--- src/rtl/ra_net_interface.sv ---
// ra_net_interface
// Serializes one remote read/write request into a head/address[/data] packet
// on the router injection port, then collects and checks the matching response
// packet from the ejection port and returns read data to the core.
// Only one transaction is in flight at a time.
//
// Ports:
//   clock, reset                 rising-edge clock, async active-high reset
//   core2net_dRead/dWrite/dAddr/dData   request from the remote-access splitter
//   net2core_dReady/dValid/dAddr/dData  request ready and read-return path
//   tx_flit/tx_valid/tx_ready    injection port, flit = {type[1:0], payload}
//   rx_flit/rx_valid/rx_ready    ejection port
//   proto_err                    sticky malformed/mismatched response flag
module ra_net_interface #(
    parameter int CORE           = 0,
    parameter int ID_BITS        = 4,
    parameter int REAL_ADDR_BITS = 16,
    parameter int DATA_WIDTH     = 32,
    parameter int ADDRESS_BITS   = 32
) (
    input  logic                    clock,
    input  logic                    reset,
    input  logic                    core2net_dRead,
    input  logic                    core2net_dWrite,
    input  logic [ADDRESS_BITS-1:0] core2net_dAddr,
    input  logic [DATA_WIDTH-1:0]   core2net_dData,
    output logic                    net2core_dReady,
    output logic                    net2core_dValid,
    output logic [ADDRESS_BITS-1:0] net2core_dAddr,
    output logic [DATA_WIDTH-1:0]   net2core_dData,
    output logic [DATA_WIDTH+1:0]   tx_flit,
    output logic                    tx_valid,
    input  logic                    tx_ready,
    input  logic [DATA_WIDTH+1:0]   rx_flit,
    input  logic                    rx_valid,
    output logic                    rx_ready,
    output logic                    proto_err
);

    localparam logic [2:0] IDLE      = 3'd0;
    localparam logic [2:0] HEAD      = 3'd1;
    localparam logic [2:0] ADDR      = 3'd2;
    localparam logic [2:0] DATA      = 3'd3;
    localparam logic [2:0] WAIT_RESP = 3'd4;

    localparam logic [1:0] FT_HEAD = 2'b01;
    localparam logic [1:0] FT_BODY = 2'b00;
    localparam logic [1:0] FT_TAIL = 2'b10;

    localparam logic [1:0] OP_RD_REQ  = 2'b01;
    localparam logic [1:0] OP_WR_REQ  = 2'b10;
    localparam logic [1:0] OP_RD_RESP = 2'b11;
    localparam logic [1:0] OP_WR_ACK  = 2'b00;

    localparam logic [ID_BITS-1:0] CORE_ID = ID_BITS'(CORE);

    // Build a head flit addressed to dest, sourced from this core.
    function automatic logic [DATA_WIDTH+1:0] make_head(input logic [ID_BITS-1:0] dest,
                                                         input logic [1:0] opcode);
        logic [DATA_WIDTH-1:0] payload;
        payload = {DATA_WIDTH{1'b0}};
        payload[ID_BITS-1:0]             = dest;
        payload[2*ID_BITS-1:ID_BITS]     = CORE_ID;
        payload[2*ID_BITS+1:2*ID_BITS]   = opcode;
        return {FT_HEAD, payload};
    endfunction

    // A response head must come back to us, from the core we asked, with the right opcode.
    function automatic logic head_ok(input logic [DATA_WIDTH-1:0] payload,
                                     input logic [ID_BITS-1:0] dest,
                                     input logic is_write);
        return (payload[ID_BITS-1:0] == CORE_ID) &&
               (payload[2*ID_BITS-1:ID_BITS] == dest) &&
               (payload[2*ID_BITS+1:2*ID_BITS] == (is_write ? OP_WR_ACK : OP_RD_RESP));
    endfunction

    logic [2:0]              state_r, state_s;
    logic                    op_write_r, op_write_s;
    logic [ADDRESS_BITS-1:0] addr_r, addr_s;
    logic [DATA_WIDTH-1:0]   data_r, data_s;
    logic [ID_BITS-1:0]      dest_r, dest_s;
    logic [1:0]              rx_pos_r, rx_pos_s;     // 0 head, 1 address, 2 data
    logic                    discard_r, discard_s;   // dropping a bad packet up to its tail
    logic [ADDRESS_BITS-1:0] resp_addr_r, resp_addr_s;
    logic [DATA_WIDTH+1:0]   tx_flit_r, tx_flit_s;
    logic                    tx_valid_r, rx_ready_r, ready_r;
    logic                    dvalid_r, dvalid_s;
    logic [ADDRESS_BITS-1:0] daddr_r, daddr_s;
    logic [DATA_WIDTH-1:0]   ddata_r, ddata_s;
    logic                    proto_err_r, proto_err_s;

    logic                    tx_fire_s, rx_fire_s;
    logic [1:0]              rx_type_s;
    logic [DATA_WIDTH-1:0]   rx_pay_s;

    assign tx_fire_s = tx_valid_r & tx_ready;
    assign rx_fire_s = rx_ready_r & rx_valid;
    assign rx_type_s = rx_flit[DATA_WIDTH+1:DATA_WIDTH];
    assign rx_pay_s  = rx_flit[DATA_WIDTH-1:0];

    // Next-state, next-flit and response-checking decode.
    always_comb begin
        state_s     = state_r;
        op_write_s  = op_write_r;
        addr_s      = addr_r;
        data_s      = data_r;
        dest_s      = dest_r;
        rx_pos_s    = rx_pos_r;
        discard_s   = discard_r;
        resp_addr_s = resp_addr_r;
        tx_flit_s   = tx_flit_r;
        dvalid_s    = 1'b0;
        daddr_s     = daddr_r;
        ddata_s     = ddata_r;
        proto_err_s = proto_err_r;
        case (state_r)
            IDLE: begin
                if (core2net_dRead || core2net_dWrite) begin
                    // Write wins when both strobes are set.
                    op_write_s = core2net_dWrite;
                    addr_s     = core2net_dAddr;
                    data_s     = core2net_dData;
                    dest_s     = core2net_dAddr[REAL_ADDR_BITS+ID_BITS-1:REAL_ADDR_BITS];
                    tx_flit_s  = make_head(core2net_dAddr[REAL_ADDR_BITS+ID_BITS-1:REAL_ADDR_BITS],
                                           core2net_dWrite ? OP_WR_REQ : OP_RD_REQ);
                    state_s    = HEAD;
                end else begin
                    tx_flit_s = {(DATA_WIDTH+2){1'b0}};
                end
            end
            HEAD: begin
                if (tx_fire_s) begin
                    tx_flit_s = {(op_write_r ? FT_BODY : FT_TAIL), DATA_WIDTH'(addr_r)};
                    state_s   = ADDR;
                end else begin
                    state_s = HEAD;
                end
            end
            ADDR: begin
                if (tx_fire_s && op_write_r) begin
                    tx_flit_s = {FT_TAIL, data_r};
                    state_s   = DATA;
                end else if (tx_fire_s) begin
                    tx_flit_s = {(DATA_WIDTH+2){1'b0}};
                    rx_pos_s  = 2'd0;
                    discard_s = 1'b0;
                    state_s   = WAIT_RESP;
                end else begin
                    state_s = ADDR;
                end
            end
            DATA: begin
                if (tx_fire_s) begin
                    tx_flit_s = {(DATA_WIDTH+2){1'b0}};
                    rx_pos_s  = 2'd0;
                    discard_s = 1'b0;
                    state_s   = WAIT_RESP;
                end else begin
                    state_s = DATA;
                end
            end
            WAIT_RESP: begin
                if (rx_fire_s && discard_r) begin
                    // Bad packet: swallow everything through its tail.
                    if (rx_type_s == FT_TAIL) begin
                        discard_s = 1'b0;
                        rx_pos_s  = 2'd0;
                    end else begin
                        discard_s = 1'b1;
                    end
                end else if (rx_fire_s) begin
                    case (rx_pos_r)
                        2'd0: begin
                            if (rx_type_s != FT_HEAD) begin
                                // A stray tail already ends its own packet.
                                proto_err_s = 1'b1;
                                discard_s   = (rx_type_s != FT_TAIL);
                            end else if (!head_ok(rx_pay_s, dest_r, op_write_r)) begin
                                proto_err_s = 1'b1;
                                discard_s   = 1'b1;
                            end else begin
                                rx_pos_s = 2'd1;
                            end
                        end
                        2'd1: begin
                            if (rx_type_s != (op_write_r ? FT_TAIL : FT_BODY)) begin
                                proto_err_s = 1'b1;
                                discard_s   = (rx_type_s != FT_TAIL);
                                rx_pos_s    = 2'd0;
                            end else begin
                                if (ADDRESS_BITS'(rx_pay_s) != addr_r) begin
                                    proto_err_s = 1'b1;
                                end else begin
                                    proto_err_s = proto_err_r;
                                end
                                resp_addr_s = ADDRESS_BITS'(rx_pay_s);
                                if (op_write_r) begin
                                    rx_pos_s = 2'd0;
                                    state_s  = IDLE;
                                end else begin
                                    rx_pos_s = 2'd2;
                                end
                            end
                        end
                        2'd2: begin
                            if (rx_type_s != FT_TAIL) begin
                                proto_err_s = 1'b1;
                                discard_s   = 1'b1;
                                rx_pos_s    = 2'd0;
                            end else begin
                                daddr_s  = resp_addr_r;
                                ddata_s  = rx_pay_s;
                                dvalid_s = 1'b1;
                                rx_pos_s = 2'd0;
                                state_s  = IDLE;
                            end
                        end
                        default: begin
                            rx_pos_s = 2'd0;
                        end
                    endcase
                end else begin
                    state_s = WAIT_RESP;
                end
            end
            default: begin
                state_s = IDLE;
            end
        endcase
    end

    // State, datapath and registered outputs; handshake outputs decode the next state.
    always_ff @(posedge clock or posedge reset) begin
        if (reset) begin
            state_r     <= IDLE;
            op_write_r  <= 1'b0;
            addr_r      <= {ADDRESS_BITS{1'b0}};
            data_r      <= {DATA_WIDTH{1'b0}};
            dest_r      <= {ID_BITS{1'b0}};
            rx_pos_r    <= 2'd0;
            discard_r   <= 1'b0;
            resp_addr_r <= {ADDRESS_BITS{1'b0}};
            tx_flit_r   <= {(DATA_WIDTH+2){1'b0}};
            tx_valid_r  <= 1'b0;
            rx_ready_r  <= 1'b0;
            ready_r     <= 1'b1;
            dvalid_r    <= 1'b0;
            daddr_r     <= {ADDRESS_BITS{1'b0}};
            ddata_r     <= {DATA_WIDTH{1'b0}};
            proto_err_r <= 1'b0;
        end else begin
            state_r     <= state_s;
            op_write_r  <= op_write_s;
            addr_r      <= addr_s;
            data_r      <= data_s;
            dest_r      <= dest_s;
            rx_pos_r    <= rx_pos_s;
            discard_r   <= discard_s;
            resp_addr_r <= resp_addr_s;
            tx_flit_r   <= tx_flit_s;
            tx_valid_r  <= (state_s == HEAD) || (state_s == ADDR) || (state_s == DATA);
            rx_ready_r  <= (state_s == WAIT_RESP);
            ready_r     <= (state_s == IDLE);
            dvalid_r    <= dvalid_s;
            daddr_r     <= daddr_s;
            ddata_r     <= ddata_s;
            proto_err_r <= proto_err_s;
        end
    end

    assign net2core_dReady = ready_r;
    assign net2core_dValid = dvalid_r;
    assign net2core_dAddr  = daddr_r;
    assign net2core_dData  = ddata_r;
    assign tx_flit         = tx_flit_r;
    assign tx_valid        = tx_valid_r;
    assign rx_ready        = rx_ready_r;
    assign proto_err       = proto_err_r;

endmodule

--- config.mk ---
export PLATFORM = sky130hd
export DESIGN_NAME = ra_net_interface
export DESIGN_NICKNAME = d
export VERILOG_FILES = /design/src/rtl/ra_net_interface.sv
export SDC_FILE = /design/constraint.sdc
export NUM_CORES = 1
export LEC_CHECK = 0
export BUFFER_PORTS_ARGS = -buffer_cell sky130_fd_sc_hd__buf_4
export CORE_MARGIN = 1
export CORE_UTILIZATION = 35
export DETAILED_ROUTE_END_ITERATION = 10
export PLACE_DENSITY = 0.61
export RECOVER_POWER = 25
export SYNTH_ARGS = -nofsm -noshare
export SYNTH_HDL_FRONTEND = slang
export SYNTH_SLANG_ARGS = --single-unit
--- constraint.sdc ---
create_clock -name clock -period 11.8 [get_ports clock]
set_clock_uncertainty 0.15 [all_clocks]
set_input_delay 1.18 -clock clock [delete_from_list [all_inputs] [get_ports clock]]
set_output_delay 1.18 -clock clock [all_outputs]
set_load 0.02 [all_outputs]
==> impl_metrics.env <==
export IMPL_async_flop_share_pct=100
export IMPL_synth_net_count=775
export IMPL_synth_edff_count=0
export IMPL_critical_path_endpoint_type="async pin"
export IMPL_hold_path_class="reg -> reg"
export IMPL_start_util_pct=35.8
export IMPL_min_period_ps=5520
export IMPL_remaining_drc_errors=0
export IMPL_first_global_vias=6284
export IMPL_post_cts_buffers=0
export IMPL_ant_nets=0
export IMPL_ios=207
export IMPL_clockPowerShare_pct=29.0
export IMPL_p_int_mw=1.76
export IMPL_clkTransAtPathRegs_ps=60
export IMPL_p_seq_share_pct=40.3
export IMPL_die_h_um=162
export IMPL_core_um2=25200
export IMPL_wl_mm=23.7
export IMPL_ys_seq_area_share_pct=57.2
export IMPL_place_ws_ps=8310
export IMPL_cts_tree="built"
export IMPL_max_freq_mhz=181
export IMPL_pwr_share_comb_pct=30.8
export IMPL_worstPathRequired_ps=11110
export IMPL_area_growth_pct=29.6
export IMPL_final_common_cell="buf_4"
export IMPL_slew_violations=140
export IMPL_syn_area_per_cell_um2=13.5
export IMPL_syn_area_um2=9010
export IMPL_drive_above_1_share_pct=48.0
export IMPL_critPathLaunchType="input port"
export IMPL_power_leakage_nw=5.58
export IMPL_yosysWarningCount=0
export IMPL_sw_frac_of_total_pct=33.4
export IMPL_rows=58
export IMPL_failed_checks="capacitance limit, slew limit"
export IMPL_outcome="complete, but fails checks"
export IMPL_switchingPower_uw=883
export IMPL_dp_cells=1178
export IMPL_yosys_cell_types_count=55
export IMPL_hold_buffers=0
export IMPL_gp_congestion=0.818
export IMPL_htree_levels=1
export IMPL_finalHoldViolations=0
export IMPL_crit_slowest_cell="clkinvlp_2"
export IMPL_grt_max_degree=140
export IMPL_diodes=0
export IMPL_critPathMaxStageDelay_ps=3360
export IMPL_max_cap_violations=1
export IMPL_ys_flop_type="dfrtp_1"
export IMPL_routedWlPerCell_um=19.4
export IMPL_vias=6135
export IMPL_period_share_pct=46.7
export IMPL_hpwlAfterDp_mm=16.8
export IMPL_root_buffer="clkbuf_16"
export IMPL_setup_viol=0
export IMPL_first_pass_iters=5
export IMPL_critPathArrivalTime_ps=4830
export IMPL_setup_tns_ps=0
export IMPL_cts_sinks=206
export IMPL_powerDensity_nw_per_um2=226
export IMPL_grt_overflow=0
export IMPL_die_area_um2=26400
export IMPL_port_buffers=206
export IMPL_timing_final_ws_setup_ps=6280
export IMPL_grt_pass1_wl_mm=36.9
export IMPL_drtIter0Drc=351
export IMPL_fin_cells=1222
export IMPL_antenna_found_initial=0
export IMPL_ir_drop_mv=0.158
export IMPL_crit_chain="clkbuf_4 -> clkinvlp_2"
export IMPL_crit_buf_inv=2
export IMPL_cts_buffer_depth=3
export IMPL_path_max_fanout=139
export IMPL_layout_common_cells="buf_4, dfrtp_1, mux2_2"
export IMPL_synth_seq_cells=206
export IMPL_cts_resized_gates=0
export IMPL_numCtsBuffers=24
export IMPL_slew_headroom_pct=-311
export IMPL_post_drt_via_cell_ratio=5.02
export IMPL_tightest_slew_ps=6140
export IMPL_critPathKind="in -> async"
export IMPL_cp_top_family="buffers and inverters"
export IMPL_syn_inst=667
export IMPL_track_usage_pct=18.1
export IMPL_clock_latency_ps=510
export IMPL_rsz0062_at_grt="no"
export IMPL_num_nets_final=982
export IMPL_die_w_um=162
[cell usage after synthesis, drive strengths merged, types with 3 or more instances]
master / count / area share, %
nand4: 8 / 0.56
o2111ai: 3 / 0.29
buf: 14 / 1.6
o2bb2ai: 18 / 1.7
a22oi: 20 / 1.7
clkbuf: 19 / 0.79
nand2: 42 / 1.7
o21ai: 20 / 1.1
mux2: 162 / 21
nand3: 5 / 0.28
nor3: 8 / 0.44
a21oi: 17 / 0.94
xnor2: 36 / 3.5
ha: 4 / 0.56
nand3b: 3 / 0.25
nor3b: 9 / 0.75
a222oi: 5 / 0.56
or2: 4 / 0.28
nor4: 3 / 0.21
inv: 7 / 0.29
nor2: 19 / 0.79
nor2b: 4 / 0.28
dfrtp: 205 / 57
[final cells by class]
cell class | instances | area [um2]
flip-flops and latches | 206 | 5160
multi-input cells | 420 | 3630
repair buffers | 214 | 1610
inverters | 8 | 31.3
well taps | 330 | 413
clock inverters | 7 | 88.8
clock buffers | 37 | 751
fillers | 2336 | 13500
[registers in the layout, summed over array words and instances (netlist names)]
| register | count |
|---|---|
| tx_flit | 34 |
| net2core_dAddr | 32 |
| op_write_r | 1 |
| net2core_dReady | 1 |
| rx_ready | 1 |
| state_r | 3 |
| net2core_dValid | 1 |
| rx_pos_r | 2 |
| discard_r | 1 |
| tx_valid | 1 |
| proto_err | 1 |
| resp_addr_r | 32 |
| net2core_dData | 32 |
| addr_r | 32 |
| data_r | 32 |
[power by group through the flow]
stage                     Clock [mW]  Combinational [mW]  Sequential [mW]
after floorplan                    0               0.535             1.05
after global placement             0               0.806             1.07
after detailed placement           0               0.819             1.07
after CTS                      0.786               0.824             1.06
after global routing           0.812               0.889             1.09
final                          0.764               0.812             1.06
[metrics by stage]
step | area [um2] | power, mW | hold WS [ps] | utilization (%)
after global placement | 10800 | 1.88 | 316 | 43.1
after floorplan | 9010 | 1.58 | 321 | -
final | 11700 | 2.64 | 339 | 46.4
after CTS | 11700 | 2.67 | 339 | 46.4
after global routing | 11700 | 2.79 | 365 | 46.4
after detailed placement | 10800 | 1.89 | 322 | 43.1
[per-layer routing]
layer | part of all wire, % | vias up | wire length (um) | global-route usage, %
li1 | - | 2849 | - | -
met1 | 46 | 3035 | 10900 | 25.6
met2 | 45 | 215 | 10600 | 28.0
met3 | 7.1 | 36 | 1680 | 4.00
met4 | 2.0 | 0 | 475 | 4.55
met5 | 0 | - | 0 | 0
[worst paths after layout]
path	start	endpoint	slack, ps	cells past startpoint
min in group asynchronous	reset	net2core_dAddr[5]$_DFFE_PP0P_	2420	2
worst min-delay path	tx_flit[32]$_DFFE_PP0P_	tx_flit[32]$_DFFE_PP0P_	340	1
max in group clock	state_r[2]$_DFF_PP0_	net2core_dData[21]$_DFFE_PP0P_	8690	5
worst min register to register	tx_flit[32]$_DFFE_PP0P_	tx_flit[32]$_DFFE_PP0P_	340	1
worst max-delay path	reset	addr_r[29]$_DFFE_PP0P_	6280	2
worst max register to register	state_r[2]$_DFF_PP0_	net2core_dData[21]$_DFFE_PP0P_	8690	5
[logic make-up after synthesis]
family	count (synthesis)	share of synthesized area (%)
multiplexers	162	21.5
buffers and inverters	41	2.69
adder cells (fa/ha/maj)	4	0.556
AND/OR/NAND/NOR	118	6.71
flip-flops	206	57.2
AO/OA/AOI/OAI	99	7.72
XOR/XNOR	37	3.60
No activity file was read; power rests on OpenSTA's default activity.
